$ cat src/rtl/unidade_controle_variavel.sv
// unidade_controle_variavel: variable-length SAP-1 control sequencer.
// Decodes the extended instruction set and ends each instruction in its last
// needed T-state. It also counts retired instructions and latches HLT.
// Optional single-step mode is compiled in with UC_SINGLE_STEP_EN.
module unidade_controle_variavel #(
  parameter int unsigned OPW  = 4,
  parameter int unsigned CNTW = 16
) (
  input  logic            CLK,
  input  logic            CLR_n,
  input  logic [OPW-1:0]  opcode,
  input  logic            Z,
  input  logic            C,
  input  logic            RUN,
  input  logic            STEP,
  output logic            Cp,
  output logic            Ep,
  output logic            Ej,
  output logic            Eu,
  output logic            Add,
  output logic            Sub,
  output logic            AndOp,
  output logic            OrOp,
  output logic            XorOp,
  output logic            NotOp,
  output logic            La,
  output logic            Ea,
  output logic            Lb,
  output logic            Lm,
  output logic            CE,
  output logic            We,
  output logic            L1,
  output logic            Ei,
  output logic            L0,
  output logic            Lf,
  output logic [2:0]      t_state,
  output logic            Hlt,
  output logic            instr_done,
  output logic [CNTW-1:0] retired
);

  typedef enum logic [2:0] {T0, T1, T2, T3, T4, T5} state_t;

  typedef enum logic [3:0] {
    OP_NOP = 4'h0, OP_LDA = 4'h1, OP_STA = 4'h2, OP_ADD = 4'h4,
    OP_SUB = 4'h5, OP_AND = 4'h6, OP_OR  = 4'h7, OP_XOR = 4'h8,
    OP_NOT = 4'h9, OP_JMP = 4'hA, OP_JZ  = 4'hB, OP_JC  = 4'hC,
    OP_OUT = 4'hE, OP_HLT = 4'hF
  } op_t;

  localparam int unsigned OW = (OPW > 4) ? OPW : 4;

  state_t          state_q, state_d;
  logic            hlt_q, hlt_d;
  logic [CNTW-1:0] retired_q, retired_d;
  logic [OW-1:0]   op_ext;
  logic [3:0]      op;
  logic            is_alu;
  logic            active;
  logic            done;

  // A nonzero upper opcode field does not match any listed code, so it decodes as NOP.
  assign op_ext = OW'(opcode);
  assign op     = ((op_ext >> 4) == '0) ? op_ext[3:0] : 4'h0;
  assign is_alu = (op == OP_ADD) || (op == OP_SUB) || (op == OP_AND) ||
                  (op == OP_OR)  || (op == OP_XOR);

`ifdef UC_SINGLE_STEP_EN
  logic step_q;
  logic armed_q, armed_d;

  // An armed step releases one instruction. Once an instruction has left T0, it always completes.
  assign active = RUN || armed_q || (state_q != T0);

  // Arm only from idle T0 on a STEP rising edge. The armed flag clears when the released instruction ends.
  always_comb begin
    armed_d = armed_q;
    if (armed_q) begin
      if (done) armed_d = 1'b0;
    end else if (!RUN && !hlt_q && (state_q == T0) && STEP && !step_q) begin
      armed_d = 1'b1;
    end
  end

  // Step edge detector and release flag.
  always_ff @(posedge CLK or negedge CLR_n) begin
    if (!CLR_n) begin
      step_q  <= 1'b0;
      armed_q <= 1'b0;
    end else begin
      step_q  <= STEP;
      armed_q <= armed_d;
    end
  end
`else
  logic unused_run_step;
  assign unused_run_step = RUN ^ STEP;
  assign active = 1'b1;
`endif

  // Decode of the control word, the ending state and the next state.
  // While in reset or halted, or while idling for a step, all outputs are held at 0.
  always_comb begin
    {Cp, Ep, Ej, Eu, Add, Sub, AndOp, OrOp, XorOp, NotOp} = '0;
    {La, Ea, Lb, Lm, CE, We, L1, Ei, L0, Lf}              = '0;
    done      = 1'b0;
    state_d   = state_q;
    hlt_d     = hlt_q;
    retired_d = retired_q;
    if (CLR_n && !hlt_q && active) begin
      case (state_q)
        T0: begin Ep = 1'b1; Lm = 1'b1; end
        T1: begin CE = 1'b1; L1 = 1'b1; end
        T2: begin
          Cp = 1'b1;
          if (!(is_alu || (op == OP_LDA) || (op == OP_STA) || (op == OP_JMP) ||
                (op == OP_JZ) || (op == OP_JC) || (op == OP_NOT) || (op == OP_OUT)))
            done = 1'b1;
          if (op == OP_HLT) hlt_d = 1'b1;
        end
        T3: begin
          case (op)
            OP_JMP: begin Ei = 1'b1; Ej = 1'b1; done = 1'b1; end
            OP_JZ:  begin Ei = Z; Ej = Z; done = 1'b1; end
            OP_JC:  begin Ei = C; Ej = C; done = 1'b1; end
            OP_NOT: begin Eu = 1'b1; NotOp = 1'b1; La = 1'b1; done = 1'b1; end
            OP_OUT: begin Ea = 1'b1; L0 = 1'b1; done = 1'b1; end
            default: begin
              if (is_alu || (op == OP_LDA) || (op == OP_STA)) begin
                Ei = 1'b1; Lm = 1'b1;
              end else begin
                done = 1'b1;
              end
            end
          endcase
        end
        T4: begin
          if (op == OP_LDA) begin
            CE = 1'b1; La = 1'b1; done = 1'b1;
          end else if (op == OP_STA) begin
            Ea = 1'b1; CE = 1'b1; We = 1'b1; done = 1'b1;
          end else if (is_alu) begin
            CE = 1'b1; Lb = 1'b1;
          end else begin
            done = 1'b1;
          end
        end
        T5: begin
          done = 1'b1;
          if (is_alu) begin
            Eu = 1'b1; La = 1'b1; Lf = 1'b1;
            Add   = (op == OP_ADD);
            Sub   = (op == OP_SUB);
            AndOp = (op == OP_AND);
            OrOp  = (op == OP_OR);
            XorOp = (op == OP_XOR);
          end
        end
        default: state_d = T0;
      endcase
      if (done) begin
        state_d   = T0;
        retired_d = retired_q + 1'b1;
      end else if (state_q != T0 || active) begin
        case (state_q)
          T0: state_d = T1;
          T1: state_d = T2;
          T2: state_d = T3;
          T3: state_d = T4;
          T4: state_d = T5;
          default: state_d = T0;
        endcase
      end
    end
  end

  assign instr_done = done;
  assign t_state    = state_q;
  assign Hlt        = hlt_q;
  assign retired    = retired_q;

  // Sequencer state, halt latch and retired counter.
  always_ff @(posedge CLK or negedge CLR_n) begin
    if (!CLR_n) begin
      state_q   <= T0;
      hlt_q     <= 1'b0;
      retired_q <= '0;
    end else begin
      state_q   <= state_d;
      hlt_q     <= hlt_d;
      retired_q <= retired_d;
    end
  end

endmodule

$ cat config.mk
export PLATFORM = sky130hd
export DESIGN_NAME = unidade_controle_variavel
export DESIGN_NICKNAME = d
export VERILOG_FILES = /design/src/rtl/unidade_controle_variavel.sv
export SDC_FILE = /design/constraint.sdc
export NUM_CORES = 1
export LEC_CHECK = 0
export ABC_AREA = 1
export BUFFER_PORTS_ARGS = -buffer_cell sky130_fd_sc_hd__buf_2
export CAP_MARGIN = 10
export CORE_MARGIN = 5
export CORE_UTILIZATION = 29
export CTS_BUF_LIST = sky130_fd_sc_hd__clkbuf_8 sky130_fd_sc_hd__clkbuf_16
export DETAILED_ROUTE_END_ITERATION = 6
export GPL_ROUTABILITY_DRIVEN = 0
export PLACE_DENSITY = 0.55
export SLEW_MARGIN = 20
export SYNTH_ARGS = -nofsm -noshare
export SYNTH_HDL_FRONTEND = slang
export SYNTH_SLANG_ARGS = --single-unit
export TNS_END_PERCENT = 5
$ cat constraint.sdc
create_clock -name CLK -period 4.5 [get_ports CLK]
set_clock_uncertainty 0.1 [all_clocks]
set_input_delay 0.45 -clock CLK [delete_from_list [all_inputs] [get_ports CLK]]
set_output_delay 0.45 -clock CLK [all_outputs]
set_load 0.02 [all_outputs]
==> Word level (Yosys, flattened, before mapping) <==
Cells that the tools add are included.
{ "word_totals": {"romBits": 0, "wordCells": 110, "n_memories": 0, "latchBits": 0, "ramBits": 0, "register_bits": 20, "output_inout_bits": 41} }
{ "op_classes": {"add_sub_neg": 1, "reduce_logical": 18, "eq_ne": 18, "multipliers": 0, "muxes": 70, "div": 0, "n_lt_le_gt_ge": 0, "n_shift": 0, "bitwise_logic": 0} }
{ "op_table": {"columns": ["operator", "n"], "rows": [
  ["2-to-1 mux 1 bit", 60],
  ["== test 4 bit, second input constant", 7],
  ["adder 16 x 1 -> 16 bit, second input constant", 1],
  ["== test 4 x 3 -> 1 bit, second input constant", 4],
  ["case mux 3 bit (5 select lines)", 1],
  ["logical OR 1 bit", 11],
  ["case mux 1 bit (2 select lines)", 4],
  ["case mux 1 bit (4 select lines)", 2],
  ["== test 3 x 2 -> 1 bit, second input constant", 2],
  ["== test 3 bit, second input constant", 2],
  ["case mux 1 bit (3 select lines)", 2],
  ["OR reduction 5 bit", 1],
  ["== test 4 x 1 -> 1 bit, second input constant", 1],
  ["== test 4 x 2 -> 1 bit, second input constant", 1],
  ["== test 3 x 1 -> 1 bit, second input constant", 1],
  ["logical NOT 3 bit", 1],
  ["2-to-1 mux 3 bit", 1],
  ["AND reduction 3 bit", 1],
  ["AND reduction 2 bit", 1],
  ["OR reduction 2 bit", 1],
  ["logical AND 1 bit", 1],
  ["logical NOT 1 bit", 1]
]} }

==> Logic depth before layout (Yosys ltp) <==
{ "logic_depth": {"word_depth": 16, "ltp_mapped": 11, "mapped_depth_nobuf": 10} }

==> Worst setup path before layout <==
No wires, ideal clock.
{ "synth_timing": {"path_type": "register -> output", "start": "register state_q[1] (netlist: t_state[1])", "end": "output Add", "required_ns": 3.950, "path_buffers": 0, "path_stages_with_launch": 8, "t_arrival_ns": 1.568, "path_slack_ns": 2.382, "cell_sequence": "dfrtp_1 -> inv_1 -> nand2_1 -> nor2_1 -> inv_1 -> nor2_1 -> nand3_1 -> nor3_1"} }
{ "synth_via": {"elab_chain_len": 3} }
{ "synth_rtl": {"columns": ["element", "line_no", "source"], "rows": [
  ["from (decl)", "53", "state_t state_q, state_d;"],
  ["from (signal assigned)", "189", "state_q <= state_d;"],
  ["== test 3 bit", "111", "case (state_q)"],
  ["2-to-1 mux 1 bit", "111", null],
  ["2-to-1 mux 1 bit", "110", "if (CLR_n && !hlt_q && active) begin"],
  ["to (decl)", "20", "output logic Add,"]
]} }
Every way passes these cells.

==> Worst setup path after layout <==
{ "layout_timing": {"start": "input CLR_n", "end": "output instr_done"} }
{ "layout_via": {"elab_chain_len": 2} }
{ "layout_rtl": {"columns": ["element", "line_no", "source"], "rows": [
  ["from (decl)", "10", "input logic CLR_n,"],
  ["logical AND 1 bit", "110", null],
  ["2-to-1 mux 1 bit", "110", null],
  ["to (decl)", "38", "output logic instr_done,"]
]} }
Every way passes these cells.

==> run_results.csv <==
group,metric,value,unit
sta,period_needed,2.592,ns
layout,nets,286,
sta,finalSetupViolations,0,
critical_path,worst_setup_path_start_kind,"primary input",
clock_network,post_cts_buffers,0,
die,rows,27,
logic_synthesis,yosysWarnings,0,
clock_network,cts-resized-gates,0,
detailed_routing,drtAntennaViolNets,0,
logic_synthesis,yosys.area.top_type_share,31.42,%
logic_synthesis,synth_fp_nets,237,
sta,worst_pin_slew,0.4923,ns
sta,slew_headroom,67.18,%
logic_synthesis,netlist_area,1593,sq um
clock_network,path_clk_slew,0.08,ns
hold_path,hold_path_class,"in2async",
detailed_routing,avgRoutedWirePerCell,11.89,microns
pwr,vdd_drop_max,0.1027,mV
grt,gr-usage-all-layers,12.46,%
grt,grt_pass1_wl,7355,microns
die,die_w,84.11,microns
clock_network,clock_path_buffers,2,
logic_synthesis,synth_top_area_cell,"dfrtp_1",
placement,post-dp-hpwl,3136,microns
clock_network,clock_latency,0.26,ns
placement,post-place-ws,1.840,ns
detailed_routing,drt-initial-drc-count,75,
layout,fin_area,1924,sq um
sta,rsz0062_at_grt,"no",
sta,final_max_slew_viol_count,0,
grt,antenna_found_initial,0,
layout,nFillCells,617,
placement,placed_cell_area,1869,sq um
layout,diodes,0,
pwr,powerDensity,178.9,nW/um^2
sta,fin_ws,1.908,ns
die,core_area,5405,sq um
critical_path,critical_path_required,3.95,ns
critical_path,crit_type,"in2out",
clock_network,clock_sinks,20,
logic_synthesis,synth.most_common_cell,"nand2_1",
detailed_routing,drcViolationCount,0,
critical_path,arrival,2.04,ns
clock_network,cts_buffers,3,
grt,top_usage_layer,"met2",
die,fp.dieH,84.11,microns
logic_synthesis,syn_inst,226,
logic_synthesis,async_flop_share,100.0,%
critical_path,crit_path_max_fanout,22,
pwr,p_leak,1.063,nW
sta,fin_setup_tns,0,ns
outcome,status,"finished, final reports clean",
die,num_io_pins,51,
detailed_routing,first_pass_iters,4,
clock_network,hold_buffers,0,
logic_synthesis,synth_seq_cells,20,
logic_synthesis,synthDistinctLibCells,30,
sta,hold_viol,0,
grt,grt_pass1_vias,1639,
die,floorplan.initialDensity,29.47,%
sta,finalCritPeriodShare,57.61,%
grt,globalRouteMet3Util,2.962,%
sta,fmax,385.7,MHz
logic_synthesis,synth.area.top_cells,"dfrtp_1 (31%), nand2_1 (16%), nand3_1 (6.3%)",
run,drv_cap,0,
detailed_routing,wl,4114,microns
grt,gr-usage-met1,15.89,%
grt,gr-usage-met2,20.59,%
detailed_routing,vias_per_cell,4.512,
detailed_routing,vias,1561,
layout,area_growth,20.82,%
clock_network,cts_tree,"yes",
die,die_area,7074,sq um
placement,portBuffers,48,
layout,drive_above_1_share,28.83,%
grt,overflow,0,
grt,grt_max_degree,23,
logic_synthesis,synth_edf_count,0,
clock_network,htreeDepth,1,
critical_path,end_kind,"primary output",
logic_synthesis,synth-seq-area-share,31.42,%
logic_synthesis,ys.flop_type,"dfrtp_1",
logic_synthesis,syn_avg_cell_area,7.048,sq um
logic_synthesis,yosys-top-cells-count,"nand2_1 (68), nor2_1 (26), inv_1 (25)",
clock_network,root_buffer,"clkbuf_8",
[cell usage in the layout (no fill, tap or decap), drive strengths merged]
cell,n
nand3b,1
inv,29
xnor2,7
nor3,8
o22ai,5
o21ai,3
dfrtp,20
o41ai,1
buf,49
o211ai,1
o21a,1
nor2,31
nand2,73
clkbuf,4
a21oi,3
nand3,29
xor2,5
o21bai,1
ha,1
nand4,2
[layer usage]
metal	wire length (microns)	up-vias
li1	-	813
met1	1889	696
met2	1891	47
met3	279	5
met4	53	0
met5	0	-
[worst max-delay path, cell delays in order]
cell and delay [ns]:
buf_2 0.40, nand2_1 0.30, inv_1 0.13, buf_4 0.32, nand2_4 0.20, inv_2 0.07
buf_2 0.15
[cell type report]
cell class              instances  area, sq um  share of cell area (%)
clock buffers                   4        55.05                   2.861
repair buffers                 49        247.7                   12.87
well taps                      72        90.09                   4.681
inverters                      29        108.9                   5.657
flip-flops and latches         20        500.5                   26.01
multi-input cells             172        922.1                   47.92
[state kept, by name (all words and copies together), names as in the netlist]
signal	flops
Hlt	1
t_state	3
retired	16
[through the flow]
stage | power [mW] | utilization, % | std cells | hold WS, ns
floorplan | 0.1954 | - | 226 | 0.05441
global placement | 0.2070 | 34.58 | 342 | 0.3385
detailed placement | 0.2071 | 34.58 | 342 | 0.3453
CTS | 0.3523 | 35.60 | 346 | 0.05161
global route | 0.3611 | 35.60 | 346 | 0.07920
finish | 0.3443 | 35.60 | 346 | 0.04061
[where the power goes]
| part | switching [mW] | total [mW] | internal [mW] |
|---|---|---|---|
| Clock | 0.0633 | 0.141 | 0.0781 |
| Combinational | 0.0170 | 0.0235 | 0.00646 |
| Sequential | 0 | 0.180 | 0.180 |
[worst paths after layout]
| kind | start | end | slack (ns) | cells past startpoint |
|---|---|---|---|---|
| max | CLR_n | instr_done | 1.91 | 7 |
| min | CLR_n | retired[10] | 0.04 | 1 |
| max reg2reg | t_state[1] | retired[9] | 2.64 | 9 |
| min reg2reg | Hlt | Hlt | 0.38 | 2 |
| max in group asynchronous | CLR_n | retired[9] | 3.93 | 1 |
| min in group CLK | Hlt | Hlt | 0.38 | 2 |
[kinds of logic after synthesis]
logic type      synth area share [%]
fa+ha+maj                     0.7854
compound gates                 6.992
simple gates                   43.52
flops                          31.42
buf+inv                        10.68
xor+xnor                       6.599
Power figures use the tool's default switching activity.
